File: src/rtl/if_stage_if.sv
// if_stage_if
//   Bundles the instruction-fetch stage's memory-request, redirect and
//   decode-handshake signals.
//   master : the fetch stage (drives imem_en/imem_addr and the decode-facing
//            instr/instr_pc/instr_valid/misalign)
//   slave  : the environment (instruction memory, branch unit, decode)
interface if_stage_if #(
  parameter int WORD_SIZE = 32,
  parameter int ADDR_SIZE = 10
);
  logic                 imem_en;
  logic [ADDR_SIZE-1:0] imem_addr;
  logic [WORD_SIZE-1:0] imem_rdata;
  logic                 redirect;
  logic [WORD_SIZE-1:0] redirect_pc;
  logic                 id_ready;
  logic [WORD_SIZE-1:0] instr;
  logic [WORD_SIZE-1:0] instr_pc;
  logic                 instr_valid;
  logic                 misalign;

  modport master (
    output imem_en, imem_addr, instr, instr_pc, instr_valid, misalign,
    input  imem_rdata, redirect, redirect_pc, id_ready
  );

  modport slave (
    input  imem_en, imem_addr, instr, instr_pc, instr_valid, misalign,
    output imem_rdata, redirect, redirect_pc, id_ready
  );
endinterface

File: src/rtl/if_stage.sv
// if_stage
//   Instruction-fetch stage with one outstanding synchronous memory read and
//   a two-entry instruction buffer in front of decode.
//   clk    : sole clock, all state on the rising edge
//   rst    : asynchronous active-high reset
//   bus_io : if_stage_if.master
//            imem_en/imem_addr out, imem_rdata in (one cycle after imem_en)
//            redirect/redirect_pc in, id_ready in
//            instr/instr_pc/instr_valid out, misalign out (one-cycle pulse)
module if_stage #(
  parameter int                   WORD_SIZE = 32,
  parameter int                   ADDR_SIZE = 10,
  parameter logic [WORD_SIZE-1:0] RESET_PC  = '0
) (
  input  logic       clk,
  input  logic       rst,
  if_stage_if.master bus_io
);

  localparam logic [WORD_SIZE-1:0] NOP = WORD_SIZE'(32'h0000_0013);

  logic [WORD_SIZE-1:0] fetchPc_q, fetchPc_d;
  logic [WORD_SIZE-1:0] reqPc_q, reqPc_d;
  logic                 inflight_q, inflight_d;
  logic [1:0]           count_q, count_d;
  logic [WORD_SIZE-1:0] instr0_q, instr0_d, pc0_q, pc0_d;
  logic [WORD_SIZE-1:0] instr1_q, instr1_d, pc1_q, pc1_d;
  logic                 misalign_q, misalign_d;

  logic                 headValid;
  logic [WORD_SIZE-1:0] headInstr, headPc;
  logic                 bypass, pop, push, issue;
  logic [2:0]           occupancy;

  // The returning word is presented to decode straight from the memory when
  // the buffer is empty, so a fetch shows up the cycle after its request.
  // It only enters the buffer if decode does not take it right away.
  always_comb begin
    bypass    = (count_q == 2'd0) && inflight_q;
    headValid = (count_q != 2'd0) || inflight_q;
    headInstr = bypass ? bus_io.imem_rdata : instr0_q;
    headPc    = bypass ? reqPc_q : pc0_q;
    pop       = headValid && bus_io.id_ready;
    push      = inflight_q && !(bypass && pop);
    occupancy = {1'b0, count_q} + {2'b00, inflight_q} - {2'b00, pop};
    issue     = !rst && !bus_io.redirect && (occupancy < 3'd2);
  end

  // Next-state for PC, outstanding request and buffer. A redirect blocks the
  // request in its own cycle, so nothing is in flight afterwards and the
  // word arriving during the redirect cycle is simply never captured.
  always_comb begin
    fetchPc_d  = fetchPc_q;
    reqPc_d    = reqPc_q;
    inflight_d = issue;
    count_d    = count_q;
    instr0_d   = instr0_q;
    pc0_d      = pc0_q;
    instr1_d   = instr1_q;
    pc1_d      = pc1_q;
    misalign_d = bus_io.redirect && (bus_io.redirect_pc[1:0] != 2'b00);

    if (bus_io.redirect) begin
      fetchPc_d = {bus_io.redirect_pc[WORD_SIZE-1:2], 2'b00};
    end else if (issue) begin
      fetchPc_d = fetchPc_q + WORD_SIZE'(4);
    end

    if (issue) begin
      reqPc_d = fetchPc_q;
    end

    if (bus_io.redirect) begin
      count_d = 2'd0;
    end else begin
      case (count_q)
        2'd0: begin
          if (push) begin
            instr0_d = bus_io.imem_rdata;
            pc0_d    = reqPc_q;
            count_d  = 2'd1;
          end
        end
        2'd1: begin
          if (pop && push) begin
            instr0_d = bus_io.imem_rdata;
            pc0_d    = reqPc_q;
          end else if (pop) begin
            count_d = 2'd0;
          end else if (push) begin
            instr1_d = bus_io.imem_rdata;
            pc1_d    = reqPc_q;
            count_d  = 2'd2;
          end
        end
        default: begin
          // Full buffer implies nothing in flight, so only a pop can occur.
          if (pop) begin
            instr0_d = instr1_q;
            pc0_d    = pc1_q;
            count_d  = 2'd1;
          end
        end
      endcase
    end
  end

  // State registers; reset forces the NOP/PC-0 head so outputs settle at once.
  always_ff @(posedge clk or posedge rst) begin
    if (rst) begin
      fetchPc_q  <= RESET_PC;
      reqPc_q    <= '0;
      inflight_q <= 1'b0;
      count_q    <= 2'd0;
      instr0_q   <= NOP;
      pc0_q      <= '0;
      instr1_q   <= NOP;
      pc1_q      <= '0;
      misalign_q <= 1'b0;
    end else begin
      fetchPc_q  <= fetchPc_d;
      reqPc_q    <= reqPc_d;
      inflight_q <= inflight_d;
      count_q    <= count_d;
      instr0_q   <= instr0_d;
      pc0_q      <= pc0_d;
      instr1_q   <= instr1_d;
      pc1_q      <= pc1_d;
      misalign_q <= misalign_d;
    end
  end

  assign bus_io.imem_en     = issue;
  assign bus_io.imem_addr   = fetchPc_q[ADDR_SIZE+1:2];
  assign bus_io.instr       = headInstr;
  assign bus_io.instr_pc    = headPc;
  assign bus_io.instr_valid = headValid;
  assign bus_io.misalign    = misalign_q;

endmodule

File: src/flat_wrapper.sv
// flat-port wrapper written by rule: the top's interface ports become plain ports
module if_stage_flat 
#(
  parameter int                   WORD_SIZE = 32,
  parameter int                   ADDR_SIZE = 10,
  parameter logic [WORD_SIZE-1:0] RESET_PC  = '0
)
  (clk, rst, bus_io_imem_en, bus_io_imem_addr, bus_io_instr, bus_io_instr_pc, bus_io_instr_valid, bus_io_misalign, bus_io_imem_rdata, bus_io_redirect, bus_io_redirect_pc, bus_io_id_ready);
  if_stage_if #(.WORD_SIZE(WORD_SIZE), .ADDR_SIZE(ADDR_SIZE)) bus_io_i ();
  input  logic clk;
  input  logic rst;
  output wire logic [$bits(bus_io_i.imem_en)-1:0] bus_io_imem_en;
  output wire logic [$bits(bus_io_i.imem_addr)-1:0] bus_io_imem_addr;
  output wire logic [$bits(bus_io_i.instr)-1:0] bus_io_instr;
  output wire logic [$bits(bus_io_i.instr_pc)-1:0] bus_io_instr_pc;
  output wire logic [$bits(bus_io_i.instr_valid)-1:0] bus_io_instr_valid;
  output wire logic [$bits(bus_io_i.misalign)-1:0] bus_io_misalign;
  input wire logic [$bits(bus_io_i.imem_rdata)-1:0] bus_io_imem_rdata;
  input wire logic [$bits(bus_io_i.redirect)-1:0] bus_io_redirect;
  input wire logic [$bits(bus_io_i.redirect_pc)-1:0] bus_io_redirect_pc;
  input wire logic [$bits(bus_io_i.id_ready)-1:0] bus_io_id_ready;
  assign bus_io_imem_en = bus_io_i.imem_en;
  assign bus_io_imem_addr = bus_io_i.imem_addr;
  assign bus_io_instr = bus_io_i.instr;
  assign bus_io_instr_pc = bus_io_i.instr_pc;
  assign bus_io_instr_valid = bus_io_i.instr_valid;
  assign bus_io_misalign = bus_io_i.misalign;
  assign bus_io_i.imem_rdata = bus_io_imem_rdata;
  assign bus_io_i.redirect = bus_io_redirect;
  assign bus_io_i.redirect_pc = bus_io_redirect_pc;
  assign bus_io_i.id_ready = bus_io_id_ready;
  if_stage #(.WORD_SIZE(WORD_SIZE), .ADDR_SIZE(ADDR_SIZE), .RESET_PC(RESET_PC)) u_core (.clk(clk), .rst(rst), .bus_io(bus_io_i));
endmodule
File: config.mk
export PLATFORM = sky130hd
export DESIGN_NAME = if_stage_flat
export DESIGN_NICKNAME = d
export VERILOG_FILES = /design/src/rtl/if_stage_if.sv /design/src/rtl/if_stage.sv /design/src/flat_wrapper.sv
export SDC_FILE = /design/constraint.sdc
export NUM_CORES = 1
export LEC_CHECK = 0
export ABC_AREA = 1
export BUFFER_PORTS_ARGS = -buffer_cell sky130_fd_sc_hd__buf_2
export CAP_MARGIN = 5
export CORE_MARGIN = 5
export CORE_UTILIZATION = 30
export DETAILED_ROUTE_END_ITERATION = 8
export SLEW_MARGIN = 20
export SYNTH_ARGS = -nofsm -noshare
export SYNTH_HDL_FRONTEND = slang
export SYNTH_SLANG_ARGS = --single-unit
File: constraint.sdc
create_clock -name clk -period 5.94 [get_ports clk]
set_input_delay 0.594 -clock clk [delete_from_list [all_inputs] [get_ports clk]]
set_output_delay 0.594 -clock clk [all_outputs]
set_load 0.05 [all_outputs]
Yosys cells after proc, flatten, opt, wreduce, memory -nomap -nowiden
Index checks and enable logic that the tools add are counted.
{"block": "op_classes", "n_bitwise": 3, "eq_ne": 6, "n_mux": 19, "order_cmp": 1, "addsub": 3, "reduce_logical": 21}
{"cell": "two-way mux 32 bit", "count": 10}
{"cell": "case mux 32 bit (2 select lines)", "count": 2}
{"cell": "adder 32 x 3 -> 32 bit (second input constant)", "count": 1}
{"cell": "two-way mux 2 bit", "count": 6}
{"cell": "logical AND 1 bit", "count": 8}
{"cell": "AND reduction 4 bit", "count": 2}
{"cell": "nonzero test 2 bit", "count": 3}
{"cell": "AND reduction 5 bit", "count": 1}
{"cell": "inequality test 2 x 1 -> 1 bit (second input constant)", "count": 2}
{"cell": "inequality test 4 x 2 -> 1 bit (second input constant)", "count": 1}
{"cell": "case mux 2 bit (2 select lines)", "count": 1}
{"cell": "nonzero test 4 bit", "count": 1}
{"cell": "adder 2 x 1 -> 3 bit", "count": 1}
{"cell": "zero test 1 bit", "count": 3}
{"cell": "less-than comparator 3 x 2 -> 1 bit (second input constant)", "count": 1}
{"cell": "inequality test 3 x 2 -> 1 bit (second input constant)", "count": 1}
{"cell": "inequality test 3 bit (second input constant)", "count": 1}
{"cell": "inverter 1 bit", "count": 3}
{"cell": "nonzero test 3 bit", "count": 1}
{"cell": "subtractor 3 x 1 -> 3 bit", "count": 1}
{"cell": "== test 2 x 1 -> 1 bit (second input constant)", "count": 1}
{"cell": "zero test 2 bit", "count": 1}
{"cell": "logical OR 1 bit", "count": 1}
{"block": "totals", "regBits": 196, "wordCells": 62, "output_inout_bits": 77, "input_bits": 68}

Logic depth before layout (Yosys ltp)
{"block": "logic_depth", "word_depth": 11, "depth_mapped": 16}

Worst setup path before layout
No wires, ideal clock.
{"block": "synth_path", "path_kind": "input -> output", "start": "input port rst", "end": "output port bus_io_imem_en", "required_time_ns": 5.346, "path_stages": 6, "n_path_buf": 1, "t_arrival_ns": 5.357, "setup_slack_ns": -0.011, "cell_sequence": "inv_1 -> nand2_1 -> nor2_1 -> nand2_1 -> inv_1 -> buf_2"}
{"block": "synth_via", "elab_chain_cells": 3}
{"item": "start: declaration", "line_no": "flat_wrapper.sv:11", "rtl": "input logic rst;"}
{"item": "zero test 1 bit", "line_no": "if_stage.sv:46", "rtl": "issue = !rst && !bus_io.redirect && (occupancy < 3'd2);"}
{"item": "logical AND 1 bit (2 in series)", "line_no": "if_stage.sv:46"}
{"item": "end: declaration", "line_no": "flat_wrapper.sv:12", "rtl": "output wire logic [$bits(bus_io_i.imem_en)-1:0] bus_io_imem_en;"}
Every way passes these cells.

Worst setup path after layout
{"block": "layout_path", "start": "register u_core.count_q[1]", "end": "output port bus_io_imem_en"}
{"block": "layout_via", "elab_chain_cells": 6}
{"item": "start: declaration", "line_no": "if_stage.sv:25", "rtl": "logic [1:0] count_q, count_d;"}
{"item": "start signal: assignment", "line_no": "if_stage.sv:124", "rtl": "count_q <= count_d;"}
{"item": "branches (longest 3 deep; another with adder 2 x 1 -> 3 bit)"}
{"item": "subtractor 3 x 1 -> 3 bit *", "line_no": "if_stage.sv:45", "rtl": "occupancy = {1'b0, count_q} + {2'b00, inflight_q} - {2'b00, pop};"}
{"item": "less-than comparator 3 x 2 -> 1 bit *", "line_no": "if_stage.sv:46"}
{"item": "logical AND 1 bit *", "line_no": "if_stage.sv:46"}
Mark *: on every way between the ends.

==> run metrics <==
critical path data required time 5.35 ns; Ys Warns 0; total global-route track usage 14.39%; Worst Path Buf+Inv 2; Tot Pwr 5.820 mW; CTS tree done; CP max FO 52; first-pass GRT wire length 42490 um; Compound-Gate Fraction of Synth Area 12.94%; CP arrival 3.48 ns; Avg Cell Area, Syn 7.390 um^2; Worst Tran Pin Value 0.8643 ns; die height 189.5 um; EDFF count, synth 0; RSZ-0062 raised after global routing false; fraction of layout cells with a size suffix above 1 14.94%; global route overflow 0; setup bufs post-CTS 0; Combinational Power Share 45.6%; worst r2r src u_core.count_q[1]$_DFFE_PP0P_; Rel. slew slack 42.38%; Leakage 5.537 nW; Root Buffer clkbuf_16; Final Max Tran Viols 0; DP Area 10490 um^2; HP Class in -> reg; Synth Flop Type dfrtp_1; Nets 1471; Synth Instances 1308; outcome complete, no violations; post-synthesis sequential area ratio 48.74%; Layout Skew 0.01180 ns; vias in the first global route 7932; r2r setup slk 2.11 ns; R2R cell count 12; period utilization 68.51%; boundary pin count 145; Clk Latency, worst-skew pair 0.43 ns; most frequent cells in the layout 526 x nand2_1, 185 x o21ai_0, 181 x dfrtp_1; switching share of total power 48.38%; post-synthesis mux area share 0%; die area 35910 um^2; # rows 65; power per cell area 526.5 nW/um^2; average wire per standard cell 14.12 um; final hold vios 0; Synth Area in Simple Gates 27.94%; critical path's largest stage delay 0.68 ns; Resized Gates After CTS 0; ys async rst share 100.0%; Crit Reg-Reg Endpoint u_core.fetchPc_q[17]$_DFFE_PP0P_; antenna-violating nets left 0; crit path capture type output port; WL final 25620 um; Net Sw Power 2.816 mW; final instance area 11060 um^2; Core Area 31720 um^2; largest net degree at the start of global routing 91; Critical Path Sink bus_io_imem_en; CTS HTree Levels 4; Mapped Area 9667 um^2; peak supply drop 0.2132 mV; worst path cell trace nor2_4 -> a21oi_1 -> ha_1 -> or2_2 -> fa_1 -> nand2_1 -> nor2_1 -> nand2_2 -> inv_1 -> buf_2; cts hold-fix bufs 0; CTS clk-pin slew, worst paths 0.08 ns; Antenna diodes 0; slowest cell on the critical path dfrtp_4; area grow syn2layout 14.37%; XOR/XNOR share of the synthesized area 0.09060%; initial antenna violation count 1; GP Congestion 0.8252; Pint 3.004 mW; FMAX 245.7 MHz; fin crit period 4.070 ns; Post-Synth Adder-Cell Area 0.4660%; commonest non-fill, non-tap cell in the layout nand2_1; Yosys cell types 34; Yosys reg bits 188; CP delay by family, top simple AND/OR/NAND/NOR gates; type of origin of the critical path flip-flop; Initial Util 30.48%; post-detail-place hpwl 17390 um; Initial DRT Pass Iterations 5; Clock power frac 19.3%; vias per inst 4.614; hold slack final 0.3820 ns; clk sinks 188; Crit path depth 10; main combinational cell family by area after synthesis simple AND/OR/NAND/NOR gates; I/O Buffers 142; DR iter-0 viols 718; # DRC 0; setup TNS 0 ns; critical path class reg -> out; Die Span X 189.5 um; Final setup viols 0; total number of vias 8369; cts bufs inserted 17; max capacitance violation total 0; Bufs on Longest Clock Path 2; crit path from u_core.count_q[1]$_DFFE_PP0P_; sequential share of power 35.1%
[worst register-to-register path: stages, from the launching register on]
cell and delay [ns]:
dfrtp_4 0.68, nor2_4 0.27, a21oi_1 0.10, ha_1 0.27
or2_2 0.30, fa_1 0.49, nand2_1 0.06, nor2_1 0.14
nand2_2 0.29, nand2_1 0.44, clkinv_1 0.40, nand2_1 0.15
nand4_1 0.11
[final cells by class]
| class | count | area [um^2] |
|---|---|---|
| Sequential cell | 188 | 4716 |
| Timing Repair Buffer | 152 | 785.8 |
| Fill cell | 3346 | 20660 |
| Tap cell | 402 | 503.0 |
| Clock buffer | 20 | 456.7 |
| Multi-Input combinational cell | 923 | 4033 |
| Inverter | 118 | 449.2 |
| Clock inverter | 11 | 112.6 |
[through the flow]
stage               std cells  worst slack (ns)  utilization [%]
CTS                      1814             1.821            34.86
global placement         1783             2.146            33.06
floorplan                1309             1.446                -
finish                   1814             1.870            34.86
global route             1814             1.635            34.86
detailed placement       1783             2.095            33.06
[state kept, by name, indices dropped and copies added, names as in the netlist]
register,flops
u_core.instr1_q,32
u_core.reqPc_q,30
u_core.instr0_q,32
u_core.pc0_q,30
u_core.pc1_q,30
u_core.fetchPc_q,30
u_core.count_q,2
u_core.inflight_q,1
u_core.bus_io.misalign,1
[power by group through the flow]
stage | clock, mW | sequential, mW | combinational (mW)
floorplan | 0 | 1.99 | 2.13
global placement | 0 | 2.05 | 2.66
detailed placement | 0 | 2.06 | 2.69
CTS | 1.16 | 2.04 | 2.70
global route | 1.22 | 2.10 | 2.94
finish | 1.12 | 2.04 | 2.65
[Yosys cell counts, types with 2 or more instances]
cell type	count	area [um^2]
nand2_1	528	1982
o21ai_0	185	925.9
dfrtp_1	182	4554
inv_1	112	420.4
nor2_1	63	236.5
nand3_1	54	270.3
o21ai_1	35	175.2
clkbuf_1	26	97.59
buf_2	24	120.1
a21oi_1	15	75.07
buf_4	15	112.6
buf_6	15	168.9
dfstp_2	6	157.7
nand3b_1	6	45.04
nand4_1	5	31.28
o211ai_1	5	37.54
inv_2	4	15.01
nor2_4	4	45.04
nor3_1	3	15.01
ha_1	2	25.02
nand2_2	2	12.51
nand3_2	2	20.02
nor2_2	2	12.51
o21bai_1	2	15.01
or2_2	2	12.51
[cell families (layout without fill, tap and decap cells)]
kind of cell,Yosys count,in the layout
and+or+nand+nor,673,673
AOI/OAI and AO/OA,244,244
buffers and inverters,198,301
DFF,188,188
adders and majority gates,3,3
other,1,2
xor gates and xnor gates,1,1
[routing by layer]
metal  global-route usage (%)  vias up  part of all wire [%]
li1                         -     4283                     -
met3                    3.097       22                   6.1
met5                        0        -                 0.051
met4                    2.755        2                  0.80
met2                    22.30      236                    43
met1                    20.93     3826                    50
[worst min-delay path by stage]
stage | end | slack [ns] | from | cells past startpoint
2_1_floorplan | u_core.instr0_q[0]$_DFFE_PP1P_ | 0.45 | u_core.instr0_q[0]$_DFFE_PP1P_ | 2
3_3_place_gp | u_core.instr0_q[0]$_DFFE_PP1P_ | 0.46 | u_core.instr0_q[0]$_DFFE_PP1P_ | 2
3_5_place_dp | u_core.instr0_q[1]$_DFFE_PP1P_ | 0.46 | u_core.instr0_q[1]$_DFFE_PP1P_ | 2
4_1_cts | u_core.fetchPc_q[3]$_DFFE_PP0P_ | 0.36 | bus_io_redirect_pc[3] | 3
5_1_grt | u_core.fetchPc_q[8]$_DFFE_PP0P_ | 0.38 | bus_io_redirect_pc[8] | 3
6_report | u_core.fetchPc_q[3]$_DFFE_PP0P_ | 0.38 | bus_io_redirect_pc[3] | 3
(Power assumes the default switching activity.)
